<file path="src/rtl/fifo_arbiter.sv">
// Round-robin arbiter that drains several FWFT input FIFOs into one output FIFO in bounded bursts.
// Optional macro FIFO_ARBITER_PORT_ID_EN adds the w_port source-index output.
module fifo_arbiter #(
    parameter int unsigned WIDTH     = 4,
    parameter int unsigned WIDTH_W   = (WIDTH > 1) ? $clog2(WIDTH) : 1,
    parameter int unsigned DATA_W    = 32,
    parameter int unsigned BURST_LEN = 4
) (
    input  logic                     clk,
    input  logic                     nrst,
    input  logic [WIDTH-1:0]         r_empty,
    output logic [WIDTH-1:0]         r_req,
    input  logic [WIDTH*DATA_W-1:0]  r_data,
    input  logic                     w_full,
    output logic                     w_req,
    output logic [DATA_W-1:0]        w_data
`ifdef FIFO_ARBITER_PORT_ID_EN
    ,
    output logic [WIDTH_W-1:0]       w_port
`endif
);

    localparam int unsigned DBL_W = 2 * WIDTH;

    typedef enum logic {ST_IDLE, ST_GRANT} state_t;

    state_t               r_state;
    logic [WIDTH_W-1:0]   r_ptr;
    logic [WIDTH_W-1:0]   r_g;
    logic [7:0]           r_cnt;

    logic [DBL_W-1:0]     w_dbl;
    logic [WIDTH-1:0]     w_rot;
    logic                 w_any;
    logic [WIDTH_W-1:0]   w_sel;
    logic                 w_gempty;
    logic [DATA_W-1:0]    w_head;
    logic                 w_rd;
    logic [WIDTH_W-1:0]   w_gnext;
    logic                 w_last;

    // Rotate the non-empty mask so bit 0 is the port at ptr; the lowest set bit wins.
    assign w_dbl = {~r_empty, ~r_empty};
    assign w_rot = WIDTH'(w_dbl >> r_ptr);

    always_comb begin
        int unsigned sum;
        w_any = 1'b0;
        w_sel = '0;
        sum   = 0;
        for (int unsigned k = 0; k < WIDTH; k++) begin
            if (!w_any && w_rot[k]) begin
                w_any = 1'b1;
                sum   = 32'(r_ptr) + k;
                if (sum >= WIDTH) sum = sum - WIDTH;
                w_sel = WIDTH_W'(sum);
            end
        end
    end

    // Granted port's empty flag and head word.
    always_comb begin
        w_gempty = 1'b1;
        w_head   = '0;
        for (int unsigned i = 0; i < WIDTH; i++) begin
            if (WIDTH_W'(i) == r_g) begin
                w_gempty = r_empty[i];
                w_head   = r_data[i*DATA_W +: DATA_W];
            end
        end
    end

    assign w_rd    = nrst & (r_state == ST_GRANT) & ~w_gempty & ~w_full;
    assign w_gnext = (r_g == WIDTH_W'(WIDTH - 1)) ? '0 : r_g + WIDTH_W'(1);
    assign w_last  = (r_cnt == 8'(BURST_LEN - 1));

    always_comb begin
        r_req = '0;
        for (int unsigned i = 0; i < WIDTH; i++) begin
            if (WIDTH_W'(i) == r_g) r_req[i] = w_rd;
        end
    end

    always_ff @(posedge clk) begin
        if (!nrst) begin
            r_state <= ST_IDLE;
            r_ptr   <= '0;
            r_g     <= '0;
            r_cnt   <= '0;
            w_req   <= 1'b0;
            w_data  <= '0;
`ifdef FIFO_ARBITER_PORT_ID_EN
            w_port  <= '0;
`endif
        end else begin
            w_req <= w_rd;
            if (w_rd) begin
                w_data <= w_head;
`ifdef FIFO_ARBITER_PORT_ID_EN
                w_port <= r_g;
`endif
            end
            case (r_state)
                ST_IDLE: begin
                    if (w_any) begin
                        r_g     <= w_sel;
                        r_cnt   <= '0;
                        r_state <= ST_GRANT;
                    end
                end
                ST_GRANT: begin
                    if (w_rd) r_cnt <= r_cnt + 8'd1;
                    // Drained port or exhausted burst both hand the turn to the next port.
                    if (w_gempty || (w_rd && w_last)) begin
                        r_state <= ST_IDLE;
                        r_ptr   <= w_gnext;
                    end
                end
                default: r_state <= ST_IDLE;
            endcase
        end
    end

endmodule

</file>
<file path="config.mk">
export PLATFORM = sky130hd
export DESIGN_NAME = fifo_arbiter
export DESIGN_NICKNAME = d
export VERILOG_FILES = /design/src/rtl/fifo_arbiter.sv
export SDC_FILE = /design/constraint.sdc
export NUM_CORES = 1
export LEC_CHECK = 0
export CORE_MARGIN = 8
export CORE_UTILIZATION = 36
export DETAILED_ROUTE_END_ITERATION = 10
export GPL_TIMING_DRIVEN = 0
export PLACE_DENSITY = 0.8
export SETUP_SLACK_MARGIN = 0.4
export SYNTH_ARGS = -nofsm -noshare
export SYNTH_HDL_FRONTEND = slang
export SYNTH_SLANG_ARGS = --single-unit
</file>
<file path="constraint.sdc">
create_clock -name clk -period 2.7 [get_ports clk]
set_input_delay 0.27 -clock clk [delete_from_list [all_inputs] [get_ports clk]]
set_output_delay 0.27 -clock clk [all_outputs]
set_load 0.03 [all_outputs]
</file>
==> run metrics, run 1 <==
post-synthesis share of cell area spent on xor and xnor gates 0%; Post-synth top cells sky130_fd_sc_hd__dfxtp_1, sky130_fd_sc_hd__nand3_1, sky130_fd_sc_hd__o21ai_0; most repeated cell in the gate-level netlist after synthesis sky130_fd_sc_hd__dfxtp_1; global-route usage over all layers 22.6%; most area-hungry cell type in the Yosys netlist sky130_fd_sc_hd__dfxtp_1; net total in the final layout 685; Synthesis Warnings 0; compound-gate portion of the synthesized area 29.2%; outcome finished, final reports clean; final hold violation count 0; TritonCTS clock tree built; Std-Cell Core Area 0.00718 sq mm; clock input transition at the sequential cells of the worst setup and hold paths 0.08 ns; antenna violations before repair 0; global-route wire length before repair 18200 um; unrepaired setup endpoints after global routing yes; max-slew headroom at the worst pin 62.2%; Startpoint Class flip-flop; floorplan die width 101 um; number of clock buffers inserted by TritonCTS 5; Post-synth top flop sky130_fd_sc_hd__dfxtp_1; layout overhead on the synthesized area 82.3%; number of flip-flops and latches in the synthesized netlist 46; post-detail-place hpwl 9130 um; share of synthesized area spent on multiplexers 1.14%; Clock Latency Late Sink 0.30 ns; antenna violation net count after detailed routing 0; via count 3517; number of max-cap violations 0; longest individual stage delay on the worst path 0.38 ns; Hold Path Class reg -> reg; data arrival time of the worst path 2.12 ns; Async SR Flop Fraction 0%; number of vias per cell 5.45; most used cell, CP sky130_fd_sc_hd__buf_6; cells along the critical path inv_4, ha_4, buf_6, or3b_4, o2111ai_4, nand3_2, buf_6, clkbuf_16, nor2_4, buf_6; Sum Neg Setup Slack 0 ns; combined area of all synthesized cells 0.00263 sq mm; core occupancy in the finished layout 66.8%; leading cell types by total area after synthesis sky130_fd_sc_hd__dfxtp_1, sky130_fd_sc_hd__a221oi_1, sky130_fd_sc_hd__nand3_1; Synth top area share 35.0%; worst slew pin tran 0.567 ns; number of enable flip-flop cells after synthesis 0; gpl congestion 0.852; Synth cell types 36; worst IR drop on VDD 0.204 mV; final antenna diode count 0; pin count of the biggest net entering global routing 14; worst-case clock skew 0.00563 ns; Setup CP Type reg -> out; power density over the cells 403 mW/mm^2; IO Count 172; Post-Synthesis Mean Instance Area 7.36 sq um; count of buffers from port buffering 171; worst path required time 2.43 ns; post-synthesis net count 497; simple-gate share of the synthesized area 25.7%; grt total ovfl 0; final critical-path share of the clock period 88.6%; drt initial violations 150; fin. max-slew vios 0; sum of routed wire length over all layers 11700 um; CTS H-tree lvls 2; die area 0.0103 sq mm; achievable frequency 418 MHz; CP max FO 6; site row count 31; Die H 101 um; slowest stage cell, crit path sky130_fd_sc_hd__or3b_4; DR pass1 iterations 4; Initial Util 36.6%; post-layout minimum cycle time 2.39 ns; via count of the first global-routing pass 3744; Mapped Cells 357; maximum clock insertion buffer count 2; per-cell routed wire length 18.1 um; combinational family with the most area after synthesis compound AO/OA/AOI/OAI gates; area share of fa/ha/maj cells after synthesis 2.38%; number of clock sinks 46; final setup violation count 0; layout cells sized above 1 9.52%; sequential fraction of the synthesis area 35.0%; type of destination of the critical path output pin; count of unresolved DRC violations after routing 0; CTS Root Cell sky130_fd_sc_hd__clkbuf_8; static leakage 1.71 nW
==> repair_timing <==
item,in CTS,in global routing
pin swaps,4,5
hold buffers,0,0
buffers inserted,8,2
setup endpoints to repair,44,38
resized for setup,60,28
==> sequential cells by signal, summed over array words and instances, names as in the netlist <==
signal / cells
w_req: 1
r_g: 2
r_ptr: 2
r_state: 1
w_data: 32
r_cnt: 8
==> path summary, 6_finish.rpt <==
kind,start,endpoint,slack (ns),cells after the start
worst max register to register,r_g[1],r_cnt[4],0.47,11
worst min-delay path,w_data[23],w_data[23],0.47,2
worst max-delay path,r_g[1],r_req[1],0.31,10
worst min register to register,w_data[23],w_data[23],0.47,2
==> power by group <==
group          internal (W)  switching [W]  leakage (nW)
logic              0.000400       0.000356          1.29
clock network      0.000207       0.000230        0.0482
registers          0.000713      0.0000238         0.374
total               0.00132       0.000610          1.71
==> routing by layer <==
metal	up-vias	global-route usage [%]	share of wire, %
li1	1696	-	-
met1	1635	24.2	37
met2	161	40.3	51
met3	25	8.04	9.1
met4	0	7.56	2.5
met5	-	0	0
==> critical path: cells and delay by family, from the launching register on <==
family | cells | cell delay (ns)
simple gates | 3 | 0.60
buf+inv | 5 | 0.62
compound gates | 1 | 0.11
flops | 1 | 0.37
fa+ha+maj | 1 | 0.15
==> through the flow <==
| stage | power (W) | instance area, sq um | instances | worst slack (ns) | hold slack, ns |
|---|---|---|---|---|---|
| 2_1_floorplan | 0.00110 | 2630 | 357 | 0.382 | 0.424 |
| 3_3_place_gp | 0.00144 | 4460 | 627 | -0.452 | 0.454 |
| 3_5_place_dp | 0.00146 | 4460 | 627 | -0.469 | 0.463 |
| 4_1_cts | 0.00192 | 4730 | 643 | 0.310 | 0.478 |
| 5_1_grt | 0.00204 | 4790 | 645 | 0.215 | 0.503 |
| 6_report | 0.00193 | 4790 | 645 | 0.308 | 0.475 |
==> cells by family after synthesis <==
| group | after synthesis |
|---|---|
| AOI/OAI and AO/OA | 120 |
| adders and majority gates | 5 |
| buffers and inverters | 42 |
| DFF | 46 |
| muxes | 3 |
| and+or+nand+nor | 141 |
==> area by class of cell <==
type | count | area [sq um]
multi-input cells | 269 | 1610
repair buffers | 181 | 1800
well taps | 99 | 124
fillers | 622 | 2380
inverters | 8 | 41.3
flip-flops and latches | 46 | 928
plain buffers | 34 | 196
clock buffers | 7 | 86.3
clock inverters | 1 | 5.00
==> layout by cell type (no fill, tap or decap), drive strengths merged, types with 2 or more instances in the layout <==
master         instances
clkdlybuf4s50        167
dfxtp                 46
nand3                 40
o21ai                 39
nor2                  38
a21oi                 35
clkbuf                33
nor3                  32
a221oi                32
buf                   22
nand2                 15
inv                    6
ha                     5
and2                   4
a21boi                 3
mux2i                  3
nor2b                  2
o21a                   2
o211ai                 2
and3                   2
clkinv                 2
o2111ai                2
or4                    2
Note: power is estimated with default switching activity, not from simulation.
==> run 2, diff against run 1 <==
- SLEW_MARGIN: unset -> 5
==> results of run 2 <==
Final layout, timing and power as in run 1 (identical DEF).
